$ cat src/rtl/demux_1_4.sv
// 1-to-4 demultiplexer with a one-entry valid/ready skid register per channel and a sticky upstream protocol checker.
// Optional per-channel delivery counters are built only when DEMUX_STATS_EN is defined.

module demux_lane #(
  parameter int DATA_W = 4
) (
  input  logic              clk,
  input  logic              rst,
  input  logic              load,
  input  logic              drain,
  input  logic [DATA_W-1:0] din,
  output logic              full,
  output logic [DATA_W-1:0] data,
  output logic [7:0]        cnt
);

  // A load on the same edge as a drain wins, so the channel stays FULL with the new word.
  always_ff @(posedge clk or posedge rst) begin
    if (rst) begin
      full <= 1'b0;
      data <= '0;
    end else if (load) begin
      full <= 1'b1;
      data <= din;
    end else if (drain) begin
      full <= 1'b0;
    end
  end

`ifdef DEMUX_STATS_EN
  always_ff @(posedge clk or posedge rst) begin
    if (rst)                       cnt <= '0;
    else if (drain && cnt != 8'hFF) cnt <= cnt + 8'd1;
  end
`else
  assign cnt = '0;
`endif

endmodule

module demux_1_4 #(
  parameter int DATA_W = 4
) (
  input  logic                clk,
  input  logic                rst,
  input  logic [DATA_W-1:0]   in_data,
  input  logic [1:0]          in_sel,
  input  logic                in_valid,
  output logic                in_ready,
  output logic [4*DATA_W-1:0] out_data,
  output logic [3:0]          out_valid,
  input  logic [3:0]          out_ready,
  output logic                err,
  output logic [31:0]         cnt
);

  localparam int NUM_LANES = 4;

  typedef struct packed {
    logic              stall;
    logic [1:0]        sel;
    logic [DATA_W-1:0] data;
  } trk_t;

  logic [NUM_LANES-1:0][DATA_W-1:0] lane_data;
  logic [NUM_LANES-1:0][7:0]        lane_cnt;
  logic [NUM_LANES-1:0]             lane_full;
  logic                             accept;
  trk_t                             trk;

  assign in_ready  = !lane_full[in_sel] || out_ready[in_sel];
  assign accept    = in_valid && in_ready;
  assign out_valid = lane_full;
  assign out_data  = lane_data;
  assign cnt       = lane_cnt;

  for (genvar k = 0; k < NUM_LANES; k++) begin : g_lane
    demux_lane #(.DATA_W(DATA_W)) u_lane (
      .clk   (clk),
      .rst   (rst),
      .load  (accept && (in_sel == k[1:0])),
      .drain (lane_full[k] && out_ready[k]),
      .din   (in_data),
      .full  (lane_full[k]),
      .data  (lane_data[k]),
      .cnt   (lane_cnt[k])
    );
  end

  // A stalled word must be presented unchanged on the following cycle.
  always_ff @(posedge clk or posedge rst) begin
    if (rst) begin
      trk <= '0;
      err <= 1'b0;
    end else begin
      trk.stall <= in_valid && !in_ready;
      trk.sel   <= in_sel;
      trk.data  <= in_data;
      if (trk.stall && (!in_valid || in_sel != trk.sel || in_data != trk.data))
        err <= 1'b1;
    end
  end

endmodule

$ cat config.mk
export PLATFORM = sky130hd
export DESIGN_NAME = demux_1_4
export DESIGN_NICKNAME = d
export VERILOG_FILES = /design/src/rtl/demux_1_4.sv
export SDC_FILE = /design/constraint.sdc
export NUM_CORES = 1
export LEC_CHECK = 0
export BUFFER_PORTS_ARGS = -buffer_cell sky130_fd_sc_hd__buf_2
export CAP_MARGIN = 20
export CORE_MARGIN = 2
export CORE_UTILIZATION = 31
export CTS_BUF_LIST = sky130_fd_sc_hd__clkbuf_2
export CTS_CLUSTER_DIAMETER = 150
export DETAILED_ROUTE_END_ITERATION = 16
export SETUP_SLACK_MARGIN = 0.1
export SLEW_MARGIN = 25
export SYNTH_ARGS = -nofsm -noshare
export SYNTH_HDL_FRONTEND = slang
export SYNTH_SLANG_ARGS = --single-unit
$ cat constraint.sdc
create_clock -name clk -period 1.1 [get_ports clk]
set_input_delay 0.22 -clock clk [delete_from_list [all_inputs] [get_ports clk]]
set_output_delay 0.22 -clock clk [all_outputs]
set_load 0.03 [all_outputs]
-- Word level (Yosys, flattened, before mapping)
Cells that the tools add are included.
Widths: inputs -> output; s select.
- register bits: 28
- input port bits: 13
- logic and storage cells: 52
- magnitude comparators: 1
- equality and inequality tests: 5
- muxes and demuxes: 12
- reduce and logical (&&, ||, !) cells: 22
- operator list (kind ; number):
    $logic_and 1x1->1 ; 11
    $mux 1 ; 10
    $reduce_bool 2->1 ; 4
    $bmux 1 s2 ; 2
    $eq 2x2->1 const B ; 2
    $ne 4x4->1 ; 1
    $logic_not 1->1 ; 3
    $logic_or 1x1->1 ; 3
    $lt 2x3->1 const B ; 1
    $eq 2x1->1 const B ; 1
    $logic_not 2->1 ; 1
    $ne 2x2->1 ; 1

-- Logic depth before layout (Yosys ltp)
Gate-level depths: netlist of run 1.
- depth after elaboration: 7
- mapped depth: 4
- depth with buffers taken out: 3

-- Modules after synthesis
Synthesis of run 1 repeated with hierarchy kept, for this count alone.
- cell total of the unflattened synthesis: 118
- area total of the unflattened synthesis: 1417.6 µm²
- modules (own cells, without submodules) (module ; instances ; cells each ; area an instance (µm²)):
    demux_lane ; 4 ; 21 ; 250.2
    demux_1_4 ; 1 ; 34 ; 416.6

-- Worst setup path after synthesis of run 1
OpenSTA, ideal clock, no wires.
- path kind: reg2out
- from: reg g_lane[3].u_lane.full
- to: out in_ready
- arrival time: 0.974 ns
- setup slack: -0.094 ns
- stages on the path, launching flop included: 3
- cell sequence: dfrtp_1 -> nand2b_1 -> mux4_2
- cells in the longest elaborated chain, start to end: 4
- RTL lines (what ; RTL line ; RTL):
    start, declared ; 12 ; output logic full,
    start signal, assigned ; 20 ; full <= 1'b0;
    start signal, assigned ; 23 ; full <= 1'b1;
    start signal, assigned ; 26 ; full <= 1'b0;
    $bmux 1 s2 ; 71 ; assign in_ready = !lane_full[in_sel] || out_ready[in_sel];
    $mux 1 (implied by the code) ; 71 ;
    $logic_not 1->1 ; 71 ;
    $logic_or 1x1->1 ; 71 ;
    end, declared ; 49 ; output logic in_ready,
Every way passes these cells. The select of a mux whose other input is x is not followed.

-- Final worst setup path of run 1
- from: reg g_lane[2].u_lane.full
- to: out in_ready
- cells in the longest elaborated chain, start to end: 4
- RTL lines (what ; RTL line):
    start, declared ; 12
    start signal, assigned ; 20
    start signal, assigned ; 23
    start signal, assigned ; 26
    $bmux 1 s2 ; 71
    $mux 1 (implied by the code) ; 71
    $logic_not 1->1 ; 71
    $logic_or 1x1->1 ; 71
Every way passes these cells. The select of a mux whose other input is x is not followed.

==> results of run 1 <==
-- critical path: cells and delay by family, from the launching register on --
| kind | cells | cell delay [ns] |
|---|---|---|
| muxes | 1 | 0.50 |
| DFF | 1 | 0.41 |
| buffers and inverters | 1 | 0.16 |
| and+or+nand+nor | 1 | 0.10 |
-- registers in the layout, summed over array words and instances, names as in the netlist --
signal              cells
g_lane.u_lane.data     16
trk                     7
g_lane.u_lane.full      4
err                     1
-- layout by cell type (no fill, tap or decap), drive strengths merged, types with 3 or more instances in the layout --
cell type / instances
nand2: 5
nand2b: 5
clkbuf: 3
xor2: 3
xnor2: 3
dfrtp: 28
nor2b: 3
mux2: 16
dlygate4sd3: 4
conb: 32
buf: 62
-- cells by family (layout without fill, tap and decap cells) --
logic type,Yosys count,count (layout),synth area share
AO/OA/AOI/OAI,2,2,0.00978
XOR/XNOR,6,6,0.0374
buffers and inverters,39,71,0.211
flip-flops,28,28,0.498
multiplexers,17,17,0.155
other,1,32,0.00267
AND/OR/NAND/NOR,19,19,0.0863
-- area by class of cell --
cell class | count | area, sq um | area share
flip-flops and latches | 28 | 702 | 0.348
multi-input cells | 76 | 613 | 0.304
repair buffers | 66 | 586 | 0.291
well taps | 52 | 65.1 | 0.0323
clock inverters | 1 | 30.0 | 0.0149
clock buffers | 3 | 15.0 | 0.00745
inverters | 1 | 3.75 | 0.00186
-- layer usage --
| metal | GRT usage | vias to the layer above | routed length [um] |
|---|---|---|---|
| li1 | - | 422 | - |
| met1 | 0.147 | 429 | 1210 |
| met2 | 0.189 | 52 | 1380 |
| met3 | 0.0422 | 2 | 242 |
| met4 | 0.0252 | 0 | 14 |
| met5 | 0 | - | 0 |
-- final timing paths --
path	from	end	slack (ns)	cells after the start
hold reg to reg	g_lane[0].u_lane.data[2]	g_lane[0].u_lane.data[2]	0.58	1
setup reg to reg	g_lane[2].u_lane.full	g_lane[2].u_lane.data[3]	-0.27	5
min in group asynchronous	rst	g_lane[0].u_lane.full	0.37	4
hold / removal	in_data[3]	trk[3]	0.08	2
setup / recovery	g_lane[2].u_lane.full	in_ready	-0.65	3
max in group asynchronous	rst	err	0.57	4
-- power by group --
group	switching, mW	internal [mW]
clock network	0.319	0.312
registers	0.105	1.18
logic	0.648	0.609
total	1.07	2.10
-- what timing repair did --
| action | in CTS | in global routing |
|---|---|---|
| pin swaps | 2 | 3 |
| hold endpoints to repair | 31 | 0 |
| gates resized for setup | 55 | 13 |
| endpoints found under the setup margin | 41 | 41 |
| hold buffers | 4 | 0 |
| setup buffers | 11 | 7 |
-- through the flow --
| stage | area, sq um | hold WS [ns] | power (mW) |
|---|---|---|---|
| after floorplan | 1530 | 0.251 | 2.02 |
| after global placement | 1580 | 0.266 | 2.17 |
| after detailed placement | 1580 | 0.264 | 2.17 |
| after CTS | 1930 | 0.0565 | 3.12 |
| after global routing | 2010 | 0.0557 | 3.32 |
| final | 2010 | 0.0750 | 3.17 |
==> results.toml, run 1 <==
[clock_tree]
cts_root_buf = "clkbuf_2"
clockBufferDepth = 2
cts_buffers = 3
clkSinkCount = 28
clk_latency_ns = 0.37
clk_pin_slew_ns = 0.27
cts_tree = "built"
htreeDepth = 1

[timing]
fin_crit_ns = 1.75
fin_ws_ns = -0.655
hold_viol_final = 0
setup_violations = 39
rsz0062_at_grt = "yes"
drv_slew = 0
period_share = 1.60
finalSetupTns_ns = -6.52
max_freq_ghz = 0.570
finClkSkew_ns = 0.00428

[routing]
vias_per_cell = 3.99
drc = 0
drt_wl_total_um = 2840
num_vias = 905
ant_nets = 0
dr.pass1.iters = 4
drt_iter0_markers = 22
post_drt_wl_per_cell_um = 12.5

[worst_setup_path]
crit_arrival_ns = 1.53
crit_chain = "nand2b_1 -> mux4_2 -> buf_6"
cp_slowest_cell = "mux4_2"
endpoint_kind = "primary output"
startpoint_type = "flop"
crit_required_ns = 0.88
criticalPathCategory = "reg2out"
critPathMaxStageDelay_ns = 0.50
cp_max_fo = 3

[global_route]
grt_start_max_net_pins = 29
grt_first_pass_wirelength_um = 4510
antenna_found_initial = 0
grt_usage = 0.115
grt.overflow.total = 0
grt_pass1_vias = 924

[logic_synthesis]
synth_edf_count = 0
synthCells = 112
yosysMostFrequentCell = "buf_4"
yosysTopAreaCell = "dfrtp_1"
synth.top_cell.area_share = 0.498
yosysSeqAreaShare = 0.498
yosysWarnings = 0
synth-async-reset-ratio = 1.00
synth.cell_area_sq_um = 1410
ys.flop_type = "dfrtp_1"
synthTopCellsByArea = "dfrtp_1 50%, buf_4 19%, mux2_2 9.6%, mux2_4 4.3%, nand2b_1 2.2%"
avgSynthCellArea_sq_um = 12.6
synthDistinctLibCells = 22
synth-seq-cells = 28
synth.cells.most_frequent = "36 x buf_4, 28 x dfrtp_1, 12 x mux2_2"

[place]
port-buffer-count = 34
place_congestion = 0.774
place.detailed.hpwl_um = 1830
preCtsSetupSlack_ns = -0.271
place_inst = 204

[pwr]
peakVddDrop_v = 0.000981
p_per_area_nw_per_um2 = 1570
total_leakage_power_nw = 1.03

[final_layout]
layout-drive-gt1-share = 0.526
nFillCells = 396
syn_to_final_growth_pct = 43.2
nets = 189
antenna_cells = 0
fin_util = 0.463
instances_no_fill = 227

[die]
die-area_sq_um = 5090
die_w_um = 71.4
die_h_um = 71.4
ios = 67
num_rows = 24
core_sq_um = 4350
start_util = 0.323

[flow_run]
cap_viol_max_count = 0

[status]
violations = "negative setup slack"
status = "finished with violations"

[worst_hold_path]
hold_class = "in2reg"
No activity file was read; power rests on OpenSTA's default activity.
==> inputs of run 2 (changes only) <==
--- a/config.mk
+++ b/config.mk
@@ -12,6 +12,7 @@
 export CTS_BUF_LIST = sky130_fd_sc_hd__clkbuf_2
 export CTS_CLUSTER_DIAMETER = 150
 export DETAILED_ROUTE_END_ITERATION = 16
+export RECOVER_POWER = 25
 export SETUP_SLACK_MARGIN = 0.1
 export SLEW_MARGIN = 25
 export SYNTH_ARGS = -nofsm -noshare
==> run 2 against run 1 <==
  * The run still ends with negative setup slack left
  * Count of clock-buffer cells in the layout unchanged
  * Wire length is the same
  * Die area unchanged
  * Fmax about the same
  * Utilization decreased by 0.55 points
  * Final area down 1.2%
  * Sequential cell count unchanged
  * Global-route usage did not move
  * Critical path type unchanged
  * Highest routed layer unchanged
==> results.toml, run 2 (same netlist as run 1, synthesis figures left out) <==
[die]
die_w_um = 71.4
num_rows = 24
start_util = 0.323
die_h_um = 71.4
ios = 67
die-area_sq_um = 5090
core_sq_um = 4350

[worst_setup_path]
ff2ff_setup_slack_ns = -0.27
critPathMaxStageDelay_ns = 0.50
timing.rr.end = "g_lane[2].u_lane.data[3]"
critPathTopFamily = "multiplexers"
crit_chain = "nand2b_1 -> mux4_2 -> buf_6"
r2r_start = "g_lane[2].u_lane.full"
r2r_cells = 5
worst-path-buf-inv = 1
crit_required_ns = 0.88
crit_start = "g_lane[2].u_lane.full"
endpoint_kind = "primary output"
cp_max_fo = 3
crit_arrival_ns = 1.53
cp_slowest_cell = "mux4_2"
criticalPathCategory = "reg2out"
startpoint_type = "flop"

[global_route]
grt_usage = 0.115
grt.overflow.total = 0
grt_pass1_vias = 924
grt_first_pass_wirelength_um = 4510
grt_start_max_net_pins = 29
antenna_found_initial = 0

[routing]
num_vias = 910
vias_per_cell = 4.01
dr.pass1.iters = 4
drc = 0
ant_nets = 0
post_drt_wl_per_cell_um = 12.5
drt_wl_total_um = 2840
drt_iter0_markers = 22

[timing]
setup_violations = 39
hold_viol_final = 0
finClkSkew_ns = 0.00547
max_freq_ghz = 0.570
period_share = 1.60
drv_slew = 0
fin_crit_ns = 1.75
finalSetupTns_ns = -6.52
worst_slew_pin_slew_ns = 0.710
fin_ws_ns = -0.655
rsz0062_at_grt = "yes"
max_slew_margin = 0.527

[final_layout]
layout-drive-gt1-share = 0.509
largest_reg_flops = 16
multi_input_area_sq_um = 613
top_register = "g_lane.u_lane.data"
nFillCells = 402
layout_commonest_cell = "conb_1"
reg.largest.list = "g_lane.u_lane.data (16), trk (7), g_lane.u_lane.full (4)"
seqCellArea_sq_um = 702
layout_common_cells = "32 x conb_1, 27 x dfrtp_1, 26 x buf_6, 21 x buf_4, 16 x mux2_4"
antenna_cells = 0
syn_to_final_growth_pct = 41.5
nets = 189

[place]
preCtsSetupSlack_ns = -0.271
port-buffer-count = 34
place_congestion = 0.774
place.detailed.hpwl_um = 1830

[pwr]
power.total_mw = 3.16
peakVddDrop_v = 0.000978
p_per_area_nw_per_um2 = 1590
total_leakage_power_nw = 1.01

[clock_tree]
htreeDepth = 1
clkSinkCount = 28
clk_latency_ns = 0.37
clockBufferDepth = 2
clk_pin_slew_ns = 0.27
cts_root_buf = "clkbuf_2"
cts_tree = "built"
cts_buffers = 3

[flow_run]
cap_viol_max_count = 0

[worst_hold_path]
hp-start = "in_data[3]"
holdPathStages = 2
hold_class = "in2reg"
min_to = "trk[3]"

[status]
status = "finished with violations"
violations = "negative setup slack"
-- run 2: final cells by class --
class / instances / area share
clock buffers: 3 / 0.00754
flip-flops and latches: 28 / 0.353
clock inverters: 1 / 0.0151
inverters: 1 / 0.00189
well taps: 52 / 0.0327
repair buffers: 66 / 0.282
multi-input cells: 76 / 0.308
-- run 2: worst reg2reg max path, delay by kind of cell (launching register included) --
| family | cells | cell delay [ns] |
|---|---|---|
| AND/OR/NAND/NOR | 2 | 0.29 |
| multiplexers | 1 | 0.30 |
| buffers and inverters | 2 | 0.27 |
| flip-flops | 1 | 0.44 |
-- run 2: worst max path at each step --
stage	end	slack (ns)	cells after the start
6_report	in_ready	-0.65	3
3_5_place_dp	in_ready	-0.27	4
3_3_place_gp	in_ready	-0.27	4
2_1_floorplan	in_ready	-0.09	2
4_1_cts	in_ready	-0.67	3
5_1_grt	in_ready	-0.77	3
-- run 2: metal layers --
metal	vias to the layer above	routed length [um]	GRT usage
li1	423	-	-
met1	433	1210	0.147
met2	52	1370	0.189
met3	2	247	0.0422
met4	0	14	0.0252
met5	-	0	0
-- run 2: power by group --
part           leakage (nW)  switching, mW  internal (mW)
clock network        0.0266          0.318          0.312
registers             0.334          0.105           1.18
logic                 0.654          0.647          0.599
total                  1.01           1.07           2.09
-- run 2: per-stage QoR --
stage	hold slack [ns]	area [sq um]	utilization	instances
2_1_floorplan	0.251	1530	-	143
3_3_place_gp	0.266	1580	0.364	204
3_5_place_dp	0.264	1580	0.364	204
4_1_cts	0.0565	1930	0.444	222
5_1_grt	0.0933	1990	0.457	227
6_report	0.116	1990	0.457	227
-- run 2: what timing repair did --
action                                 4_1_cts  5_1_grt
setup endpoints to repair                   41       41
setup buffers                               11        7
hold buffers                                 4        0
endpoints found under the hold margin       31        0
gates resized for setup                     55       13
pin swaps                                    2        3
==> inputs of run 3 (changes only) <==
--- a/config.mk
+++ b/config.mk
@@ -5,6 +5,7 @@
 export SDC_FILE = /design/constraint.sdc
 export NUM_CORES = 1
 export LEC_CHECK = 0
+export ABC_AREA = 1
 export BUFFER_PORTS_ARGS = -buffer_cell sky130_fd_sc_hd__buf_2
 export CAP_MARGIN = 20
 export CORE_MARGIN = 2
@@ -13,6 +14,7 @@
 export CTS_CLUSTER_DIAMETER = 150
 export DETAILED_ROUTE_END_ITERATION = 16
 export RECOVER_POWER = 25
+export REMOVE_ABC_BUFFERS = 1
 export SETUP_SLACK_MARGIN = 0.1
 export SLEW_MARGIN = 25
 export SYNTH_ARGS = -nofsm -noshare
==> run 3 against run 2 <==
  * The run still ends with negative setup slack left
  * Total power fell by 3.8%
  * Count of clock-buffer cells in the layout is the same
  * Non-clock buffer count rose by 14
  * First-iteration DRC count increased by 150%
  * Final area rose by 12%
  * Register-to-register slack got worse by 0.11 ns
  * Synthesized cell count up 53%
  * Highest routed layer unchanged
  * Critical endpoint unchanged
  * Combinational power increased by 9.6%
  * Global-route usage increased by 1.9 points
  * Utilization rose by 0.72 points
==> results.toml, run 3 <==
[final_layout]
layout-drive-gt1-share = 0.410
top_register = "g_lane.u_lane.data"
final_area_sq_um = 2240
reg.largest.list = "g_lane.u_lane.data (16), trk (7), g_lane.u_lane.full (4)"
layout_common_cells = "37 x nand2_1, 32 x conb_1, 30 x buf_6, 28 x dfrtp_1, 27 x buf_4"
layout_commonest_cell = "nand2_1"
largest_reg_flops = 16
nets = 258
seqCellArea_sq_um = 701
multi_input_area_sq_um = 673
nFillCells = 501
antenna_cells = 0
syn_to_final_growth_pct = 41.5

[logic_synthesis]
ys.flop_type = "dfrtp_1"
yosysWarnings = 0
synthDistinctLibCells = 24
synth-async-reset-ratio = 1.00
synthCells = 171
synth.top_cell.area_share = 0.443
yosysMostFrequentCell = "nand2_1"
yosysSeqAreaShare = 0.443
synth.cell_area_sq_um = 1580
avgSynthCellArea_sq_um = 9.25
yosysTopAreaCell = "dfrtp_1"
synthTopCellsByArea = "dfrtp_1 44%, buf_4 18%, nand2_1 10%, nand4_1 6.3%, nand3_4 2.2%"
synth-seq-cells = 28
synth_edf_count = 0
synth.cells.most_frequent = "43 x nand2_1, 37 x buf_4, 28 x dfrtp_1"

[clock_tree]
cts_root_buf = "clkbuf_2"
htreeDepth = 1
clockBufferDepth = 2
clkSinkCount = 28
cts_buffers = 3
cts_tree = "built"
clk_pin_slew_ns = 0.26
clk_latency_ns = 0.36

[pwr]
seqPwrFrac = 0.419
p_per_area_nw_per_um2 = 1360
total_leakage_power_nw = 1.18
comb_power_share = 0.451
sw_frac_of_total = 0.389
power.total_mw = 3.04
netSwitchingPower_mw = 1.18
internal_power_mw = 1.86
peakVddDrop_v = 0.00101
clkPwrFrac = 0.129

[worst_setup_path]
cp_slowest_cell = "dfrtp_1"
crit_chain = "nand2_1 -> nand2_1 -> nand2_1 -> nand2_2 -> nand2_4 -> buf_6"
cp_max_fo = 2
endpoint_kind = "primary output"
crit_arrival_ns = 1.27
crit_required_ns = 0.88
crit_top_cell = "nand2_1"
criticalPathCategory = "reg2out"
worst-path-buf-inv = 1
critPathTopFamily = "flip-flops"
critPathMaxStageDelay_ns = 0.46
startpoint_type = "flop"

[timing]
setup_violations = 43
finClkSkew_ns = 0.00197
period_share = 1.35
max_freq_ghz = 0.672
rsz0062_at_grt = "yes"
hold_viol_final = 0
finalSetupTns_ns = -9.83
drv_slew = 0
fin_crit_ns = 1.49
fin_ws_ns = -0.389

[routing]
drt_wl_total_um = 3590
drt_iter0_markers = 54
post_drt_wl_per_cell_um = 11.6
num_vias = 1240
ant_nets = 0
dr.pass1.iters = 4
vias_per_cell = 3.99
drc = 0

[global_route]
grt.overflow.total = 0
grt_usage = 0.134
antenna_found_initial = 0
grt_first_pass_wirelength_um = 5710
grt_start_max_net_pins = 29
grt_pass1_vias = 1164

[status]
status = "finished with violations"
violations = "negative setup slack"

[die]
num_rows = 25
die-area_sq_um = 5690
core_sq_um = 4820
die_w_um = 75.4
start_util = 0.328
ios = 67
die_h_um = 75.4

[worst_hold_path]
hold_class = "in2reg"

[place]
place_congestion = 0.810
place_area_sq_um = 1800
port-buffer-count = 34
preCtsSetupSlack_ns = -0.291
place.detailed.hpwl_um = 2510

[flow_run]
cap_viol_max_count = 0
[run 3: cell types whose count changed after synthesis, moves of 5 or more]
cell	change
nand4_1	+16
nand2_1	+38
inv_1	+7
nand2b_1	-5
mux2_2	-12
[run 3: cells by family after synthesis]
family | synth area share
xor+xnor | 0.0332
compound gates | 0.0182
simple gates | 0.264
other cells | 0.00237
buf+inv | 0.239
flops | 0.443
[run 3: final timing paths]
| path | endpoint | depth (start not counted) | start | slack [ns] |
|---|---|---|---|---|
| max | in_ready | 6 | g_lane[2].u_lane.full | -0.39 |
| min | g_lane[3].u_lane.full | 3 | out_ready[3] | 0.06 |
| max reg2reg | g_lane[2].u_lane.data[1] | 12 | g_lane[2].u_lane.full | -0.38 |
| min reg2reg | err | 2 | trk[6] | 0.49 |
| max in group asynchronous | g_lane[1].u_lane.full | 4 | rst | 0.44 |
| min in group asynchronous | err | 4 | rst | 0.41 |
[run 3: layout make-up]
type / count / share of cell area
repair buffers: 80 / 0.321
flip-flops and latches: 28 / 0.313
well taps: 67 / 0.0375
clock inverters: 1 / 0.00168
clock buffers: 3 / 0.00671
inverters: 10 / 0.0190
multi-input cells: 122 / 0.301
[run 3: power by group through the flow]
stage               logic, mW  registers [mW]  clock network, mW
floorplan               0.366            1.53                  0
global placement        0.964            1.26                  0
detailed placement      0.973            1.26                  0
CTS                      1.28            1.27              0.394
global route             1.48            1.29              0.446
finish                   1.37            1.27              0.393
[run 3: through the flow]
step	hold slack (ns)	util	instances
after detailed placement	0.303	0.373	285
after global routing	0.0257	0.464	311
after floorplan	0.251	-	160
after global placement	0.303	0.373	285
final	0.0624	0.464	311
after CTS	0.00398	0.445	302
[run 3: tightest hold or removal path: cells and delay by family]
family	cells	cell delay [ns]
buffers and inverters	2	0.19
AOI/OAI and AO/OA	1	0.04
[run 3: what timing repair did]
item / CTS / global route
gates resized for setup: 60 / 14
cloned: 1 / 0
hold buffers: 2 / 2
buffers inserted: 10 / 10
pin swaps: 12 / 9
endpoints found under the hold margin: 29 / 2
setup endpoints to repair: 44 / 44
[run 3: per-layer routing]
| layer | wire length (um) | part of all wire | global-route usage | up-vias |
|---|---|---|---|---|
| met3 | 227 | 0.063 | 0.0450 | 4 |
| li1 | - | - | - | 626 |
| met2 | 1720 | 0.48 | 0.210 | 41 |
| met1 | 1610 | 0.45 | 0.181 | 569 |
| met4 | 42 | 0.012 | 0.0292 | 0 |
| met5 | 0 | 0 | 0 | - |
